==> src/rtl/instr_fetch_unit.sv <==
// Instruction fetch unit: takes a PC from the fetch stage, runs one req/ack read on the
// instruction bus, and hands the word (or a NOP with a fault code) to decode.
module instr_fetch_unit #(
  parameter int unsigned TIMEOUT_CYCLES = 255,
  parameter logic [31:0] NOP_INSTR      = 32'h00000013
) (
  input  logic        Clk_Core,
  input  logic        Rst_Core_N,
  input  logic        Fetch_Valid,
  input  logic [31:0] Fetch_Addr,
  output logic        Fetch_Ready,
  input  logic        Flush,
  output logic        Mem_Req,
  output logic [31:0] Mem_Addr,
  input  logic        Mem_Ack,
  input  logic [31:0] Mem_Rdata,
  input  logic        Mem_Err,
  output logic        Instr_Valid,
  output logic [31:0] Instr,
  output logic [31:0] Instr_Addr,
  output logic [1:0]  Instr_Fault,
  input  logic        Instr_Ready
);

  typedef enum logic [1:0] {
    IDLE  = 2'd0,
    BUS   = 2'd1,
    DRAIN = 2'd2,
    RESP  = 2'd3
  } state_t;

  localparam logic [1:0] FLT_NONE  = 2'b00;
  localparam logic [1:0] FLT_ALIGN = 2'b01;
  localparam logic [1:0] FLT_BUS   = 2'b10;
  localparam logic [1:0] FLT_TMO   = 2'b11;
  localparam logic [7:0] CNT_LAST  = 8'(TIMEOUT_CYCLES - 1);

  state_t      state_q;
  logic [7:0]  cnt_q;
  logic        mem_req_q;
  logic [31:0] mem_addr_q;
  logic        instr_vld_q;
  logic [31:0] instr_q;
  logic [31:0] instr_addr_q;
  logic [1:0]  instr_flt_q;

  // Only the acceptance handshake is combinational so the PC stage sees a redirect at once.
  assign Fetch_Ready = (state_q == IDLE) && !Flush;

  assign Mem_Req     = mem_req_q;
  assign Mem_Addr    = mem_addr_q;
  assign Instr_Valid = instr_vld_q;
  assign Instr       = instr_q;
  assign Instr_Addr  = instr_addr_q;
  assign Instr_Fault = instr_flt_q;

  always_ff @(posedge Clk_Core or negedge Rst_Core_N) begin
    if (!Rst_Core_N) begin
      state_q      <= IDLE;
      cnt_q        <= 8'd0;
      mem_req_q    <= 1'b0;
      mem_addr_q   <= 32'd0;
      instr_vld_q  <= 1'b0;
      instr_q      <= 32'd0;
      instr_addr_q <= 32'd0;
      instr_flt_q  <= FLT_NONE;
    end else begin
      case (state_q)
        IDLE: begin
          if (Fetch_Valid && !Flush) begin
            instr_addr_q <= Fetch_Addr;
            if (Fetch_Addr[1:0] != 2'b00) begin
              instr_q     <= NOP_INSTR;
              instr_flt_q <= FLT_ALIGN;
              instr_vld_q <= 1'b1;
              state_q     <= RESP;
            end else begin
              mem_req_q  <= 1'b1;
              mem_addr_q <= {Fetch_Addr[31:2], 2'b00};
              cnt_q      <= 8'd0;
              state_q    <= BUS;
            end
          end
        end

        BUS: begin
          if (Flush) begin
            if (Mem_Ack) begin
              mem_req_q <= 1'b0;
              state_q   <= IDLE;
            end else begin
              // Request must stay up until the bus answers; DRAIN swallows the reply.
              if (cnt_q != CNT_LAST) cnt_q <= cnt_q + 8'd1;
              state_q <= DRAIN;
            end
          end else if (Mem_Ack) begin
            instr_q     <= Mem_Err ? NOP_INSTR : Mem_Rdata;
            instr_flt_q <= Mem_Err ? FLT_BUS : FLT_NONE;
            instr_vld_q <= 1'b1;
            mem_req_q   <= 1'b0;
            state_q     <= RESP;
          end else if (cnt_q == CNT_LAST) begin
            instr_q     <= NOP_INSTR;
            instr_flt_q <= FLT_TMO;
            instr_vld_q <= 1'b1;
            mem_req_q   <= 1'b0;
            state_q     <= RESP;
          end else begin
            cnt_q <= cnt_q + 8'd1;
          end
        end

        DRAIN: begin
          if (Mem_Ack || (cnt_q >= CNT_LAST)) begin
            mem_req_q <= 1'b0;
            state_q   <= IDLE;
          end else begin
            cnt_q <= cnt_q + 8'd1;
          end
        end

        RESP: begin
          if (Flush || Instr_Ready) begin
            instr_vld_q <= 1'b0;
            state_q     <= IDLE;
          end
        end

        default: state_q <= IDLE;
      endcase
    end
  end

endmodule

==> config.mk <==
export PLATFORM = sky130hd
export DESIGN_NAME = instr_fetch_unit
export DESIGN_NICKNAME = d
export VERILOG_FILES = /design/src/rtl/instr_fetch_unit.sv
export SDC_FILE = /design/constraint.sdc
export NUM_CORES = 1
export LEC_CHECK = 0
export ABC_AREA = 1
export CORE_MARGIN = 5
export CORE_UTILIZATION = 45
export DETAILED_ROUTE_END_ITERATION = 8
export PLACE_DENSITY = 0.8
export SLEW_MARGIN = 20
export SYNTH_ARGS = -nofsm -noshare
export SYNTH_HDL_FRONTEND = slang
export SYNTH_SLANG_ARGS = --single-unit
==> constraint.sdc <==
create_clock -name Clk_Core -period 2.25 [get_ports Clk_Core]
set_input_delay 0.45 -clock Clk_Core [delete_from_list [all_inputs] [get_ports Clk_Core]]
set_output_delay 0.45 -clock Clk_Core [all_outputs]
set_load 0.01 [all_outputs]
==> results of run 1 <==
cells in the final DEF (no fill, tap or decap), types with 3 or more instances in the layout:
cell and count:
buf_4 9, clkbuf_8 10, o21ai_0 48, inv_1 48, nand2_1 214, nand2_2 5
inv_2 5, buf_12 4, dfrtp_1 108, clkdlybuf4s50_1 167, nor2_1 50, a21oi_1 3
ha_1 7, o21ai_1 16, nand3_1 54
metrics by stage:
stage	worst slack, ns	power [mW]	hold WS [ns]	std cells	utilization [%]
final	0.242	8.39	0.152	911	64.9
after global routing	0.0929	8.97	0.217	911	64.9
after floorplan	0.560	4.99	0.154	604	-
after detailed placement	0.137	7.11	0.458	895	62.7
after CTS	0.248	8.45	0.166	911	64.9
after global placement	0.216	6.97	0.454	895	62.7
layer usage:
layer / GRT usage [%] / vias to the layer above
met1: 27.4 / 2132
met5: 0 / -
met3: 3.81 / 32
met4: 7.60 / 0
met2: 34.3 / 184
li1: - / 2208
power by group through the flow:
stage                     registers, mW  clock network, mW  logic, mW
final                              3.11               1.27       4.01
after global routing               3.20               1.37       4.40
after CTS                          3.11               1.30       4.04
after detailed placement           3.15                  0       3.96
after global placement             3.12                  0       3.85
after floorplan                    3.42                  0       1.57
worst max-delay path by stage:
stage / start / to / slack [ns] / cells past startpoint
detailed placement: Fetch_Addr[1] / cnt_q[5] / 0.14 / 7
global placement: Fetch_Addr[1] / cnt_q[5] / 0.22 / 7
finish: state_q[0] / cnt_q[5] / 0.24 / 10
CTS: state_q[0] / cnt_q[4] / 0.25 / 10
floorplan: state_q[1] / cnt_q[5] / 0.56 / 10
global route: state_q[0] / cnt_q[5] / 0.09 / 10
kinds of logic (layout without fill, tap and decap cells):
| kind of cell | Yosys count | count (layout) | synth area share (%) |
|---|---|---|---|
| simple gates | 333 | 333 | 27.9 |
| buf+inv | 82 | 249 | 7.37 |
| other cells | 1 | 2 | 0.0761 |
| flops | 108 | 108 | 54.9 |
| compound gates | 69 | 69 | 7.37 |
| fa+ha+maj | 8 | 8 | 2.03 |
| xor+xnor | 2 | 2 | 0.356 |
sequential cells by signal, indices dropped and copies added, names as in the netlist:
name,cells
state_q,2
cnt_q,8
Instr_Addr,32
Instr_Fault,2
Mem_Req,1
Instr,32
Mem_Addr,30
Instr_Valid,1
cell type report:
| class | instances | area (um2) | area share [%] |
|---|---|---|---|
| Sequential cell | 108 | 2700 | 38.6 |
| Clock buffer | 10 | 138 | 1.96 |
| Inverter | 54 | 205 | 2.93 |
| Tap cell | 140 | 175 | 2.50 |
| Clock inverter | 4 | 73.8 | 1.05 |
| Multi-Input combinational cell | 414 | 1880 | 26.9 |
| Timing Repair Buffer | 181 | 1830 | 26.1 |
repair_timing:
action                                  4_1_cts  5_1_grt
hold buffers                                  0        0
buffers inserted                              2        0
endpoints found under the setup margin        1        0
gates resized for setup                       4        0
==> impl_metrics.ini, run 1 <==
[final_layout]
fillers = 880
drive_gt1_share_pct = 5.97
nets = 847
syn_to_final_growth_pct = 42.2
diodes = 0
stdcell_area_um2 = 7000

[global_route]
grt_max_degree = 63
grt_pass1_vias = 4502
grt_overflow = 0
grt_pass1_wl_um = 22100
antenna_found_initial = 0
grtUsageTotal_pct = 20.8

[critical_path]
worstPathRequired_ns = 2.50
reg2reg_depth = 10
path_common_cell = nand2_1
path_cells = buf_4 -> ha_1 -> nand2_1 -> inv_2 -> a21oi_1 -> nand2_1 -> nor2_4 -> nand2_2 -> nand2_1 -> nand2_1
rr_startpoint = state_q[0]
worstPathArrival_ns = 2.26
max_stage_delay_ns = 0.41
ff2ff_setup_slack_ns = 0.24
cp_slowest_cell = dfrtp_1
path_class = reg2reg
start_kind = register
crit_family = simple AND/OR/NAND/NOR gates
worstPathBufferInverterCount = 2
cp_max_fo = 8
r2r_end = cnt_q[5]
worst_setup_path_end_kind = register

[sta]
min_period_over_period_pct = 89.3
tightest_slew_ns = 0.761
finalSetupViolCount = 0
skew_ns = 0.0120
period_needed_ns = 2.01
fmax_mhz = 498
tns_ns = 0
relSlewSlack_pct = 49.3
rsz0062_at_grt = no
finalHoldViolations = 0
finalMaxSlewViolations = 0

[synthesis]
syn_inst = 603
synth_top_cells_by_count = 214 x nand2_1, 108 x dfrtp_1, 55 x nand3_1
postSynthAreaPerCell_um2 = 8.17
synth_seq_cells = 108
synth_seq_area_share_pct = 54.9
ys.flop_type = dfrtp_1
async_flop_share_pct = 100
synth.most_common_cell = nand2_1
synth_area_leaders = dfrtp_1 55%, nand2_1 16%, nand3_1 5.6%, o21ai_0 4.9%, nor2_1 3.8%
netlist-cell-type-count = 28
synth_edf_count = 0
synth.top_cell.area_share_pct = 54.9
synth.cell_area_um2 = 4930
yosysWarningCount = 0
synth_top_area_cell = dfrtp_1

[drt]
routed-via-count = 4556
top_layer_used = met4
dr.pass1.iters = 5
wirelength_um = 13500
viasPerCell = 5.00
routedWlPerCell_um = 14.9
met2_length_um = 6540
detail-route-antenna-nets = 0
wl_met1_um = 5710
met3WireLength_um = 922
drt_iter0_drc = 422
drcViolationCount = 0

[placement]
numPortBuffers = 169
gp_congestion = 0.892
placedInstanceArea_um2 = 6770
hpwl_um = 10100

[pwr]
power_density_nw_per_um2 = 1200
internal_power_mw = 5.28
p_leak_nw = 3.42
netSwitchingPower_mw = 3.11
pwr-share-comb_pct = 47.8
vdd_drop_max_mv = 0.574
swShare_pct = 37.1
clockPowerShare_pct = 15.2
pwr-share-seq_pct = 37.1

[min_path]
hp-class = in2async

[floorplanning]
fp.dieH_um = 115
fp-row-count = 38
io_pins = 172
core_um2 = 10800
die-width_um = 115
start_util_pct = 45.6
die-area_um2 = 13100

[job]
cap_violations = 0

[clock_tree]
worstSkewPairLatency_ns = 0.37
cts_buffers = 9
clock_tree.buffer_depth = 2
cts_tree = yes
htree_num_levels = 3
cts_root_buf = clkbuf_8
cts.sinks = 108
clk_pin_slew_ns = 0.10

[outcome]
status = finished, final reports clean
No activity file was read; power rests on OpenSTA's default activity.
==> inputs of run 2 (changes only) <==
PLACE_DENSITY = 0.89   (was 0.8)
==> run 2 against run 1 <==
  * Non-clock buffer count did not move
  * Largest cell class unchanged
  * Wire length is 5.6% lower
  * Combinational power down 1%
  * Power is 3.1% lower
  * Highest routed layer unchanged
  * Critical path type is now reg2out
  * Core utilization fell by 0.21 points
  * Sequential cell count is the same
  * Final cell count rose by 0.11%
  * Sequential power barely moved
  * Clock power is 16% lower
==> impl_metrics.ini, run 2 (same netlist as run 1, synthesis figures left out) <==
[sta]
finalMaxSlewViolations = 0
finalHoldViolations = 0
skew_ns = 0.0192
tns_ns = 0
min_period_over_period_pct = 89.8
finalSetupViolCount = 0
setup_ws_ns = 0.229
rsz0062_at_grt = no
fmax_mhz = 495
period_needed_ns = 2.02

[clock_tree]
cts_root_buf = clkbuf_8
clk_pin_slew_ns = 0.10
cts.sinks = 108
cts_buffers = 9
worstSkewPairLatency_ns = 0.37
htree_num_levels = 3
cts_tree = yes
clock_tree.buffer_depth = 2

[critical_path]
cp-startpoint = state_q[1]
worstPathArrival_ns = 1.57
worstPathBufferInverterCount = 3
crit_path_end = Fetch_Ready
cp_slowest_cell = dfrtp_2
start_kind = register
cp_num_cells = 5
r2r_end = Instr[1]
path_cells = inv_1 -> ha_4 -> inv_2 -> nor2_1 -> dlygate4sd2_1
worstPathRequired_ns = 1.80
path_class = reg2out
max_stage_delay_ns = 0.46
reg2reg_depth = 7
cp_max_fo = 6
ff2ff_setup_slack_ns = 0.33
worst_setup_path_end_kind = primary output
crit_family = buffers and inverters
rr_startpoint = state_q[1]

[final_layout]
drive_gt1_share_pct = 6.09
final_cell_mix = 214 x nand2_1, 167 x clkdlybuf4s50_1, 107 x dfrtp_1
diodes = 0
nets = 847
layout_commonest_cell = nand2_1
multi_input_area_um2 = 1880
syn_to_final_growth_pct = 41.7
fillers = 881
stdcell_area_um2 = 6980
seq_area_um2 = 2700

[pwr]
p_leak_nw = 3.40
power_density_nw_per_um2 = 1160
vdd_drop_max_mv = 0.659

[global_route]
grt_pass1_vias = 4201
grt_max_degree = 63
grtUsageTotal_pct = 19.8
busiest_layer = met2
use_met3_pct = 3.38
antenna_found_initial = 0
grt_overflow = 0
grt_pass1_wl_um = 21000
grt_use_met1_pct = 26.7
grt_util_met2_pct = 32.4

[drt]
routed-via-count = 4401
detail-route-antenna-nets = 0
dr.pass1.iters = 4
wirelength_um = 12800
viasPerCell = 4.83
drt_iter0_drc = 280
routedWlPerCell_um = 14.0
drcViolationCount = 0

[outcome]
status = finished, final reports clean

[floorplanning]
start_util_pct = 45.6
core_um2 = 10800
fp-row-count = 38
io_pins = 172
die-area_um2 = 13100
fp.dieH_um = 115
die-width_um = 115

[min_path]
hp-class = reg2reg
hold_start = Instr[0]

[placement]
hpwl_um = 9460
numPortBuffers = 169
placedInstanceArea_um2 = 6790
gp_congestion = 0.888
dp_slack_ns = 0.170

[job]
cap_violations = 0
## run 2: report_power, final
group | total (mW) | internal [mW] | switching (mW)
Sequential | 3.10 | 2.67 | 0.436
Clock | 1.07 | 0.409 | 0.661
Combinational | 3.95 | 1.95 | 2.01
Total | 8.13 | 5.02 | 3.10
## run 2: worst min-delay path: stages, from the launching register on
cell	delay (ns)
dfrtp_1	0.36
nand2_1	0.05
nand2_1	0.04
## run 2: metal layers
layer | wire [um] | share of wire [%]
met5 | 0 | 0
met4 | 354 | 2.8
met3 | 782 | 6.1
met2 | 6230 | 49
met1 | 5430 | 42
## run 2: per-stage QoR
step	power (mW)	instances	util [%]	hold slack (ns)
2_1_floorplan	4.99	604	-	0.154
3_3_place_gp	6.94	896	62.9	0.387
3_5_place_dp	7.08	896	62.9	0.384
4_1_cts	8.20	912	64.7	0.482
5_1_grt	8.75	912	64.7	0.502
6_report	8.13	912	64.7	0.479
## run 2: area by class of cell
class / count / area share (%)
multi-input cells: 414 / 27.0
clock buffers: 9 / 1.77
clock inverters: 6 / 0.699
repair buffers: 181 / 26.4
inverters: 54 / 2.94
well taps: 140 / 2.51
flip-flops and latches: 108 / 38.7
## run 2: worst min path at each step
stage / to / slack [ns] / depth (start not counted)
2_1_floorplan: Instr[0] / 0.15 / 0
3_3_place_gp: Mem_Addr[30] / 0.39 / 1
3_5_place_dp: Mem_Addr[31] / 0.38 / 1
4_1_cts: Instr[0] / 0.48 / 2
5_1_grt: Instr[25] / 0.50 / 2
6_report: Instr[0] / 0.48 / 2
## run 2: what timing repair did
action / in CTS / in global routing
setup buffers: 0 / 0
hold endpoints to repair: 20 / 0
hold buffers: 1 / 0
gates resized for setup: 5 / 0
setup endpoints to repair: 1 / 0
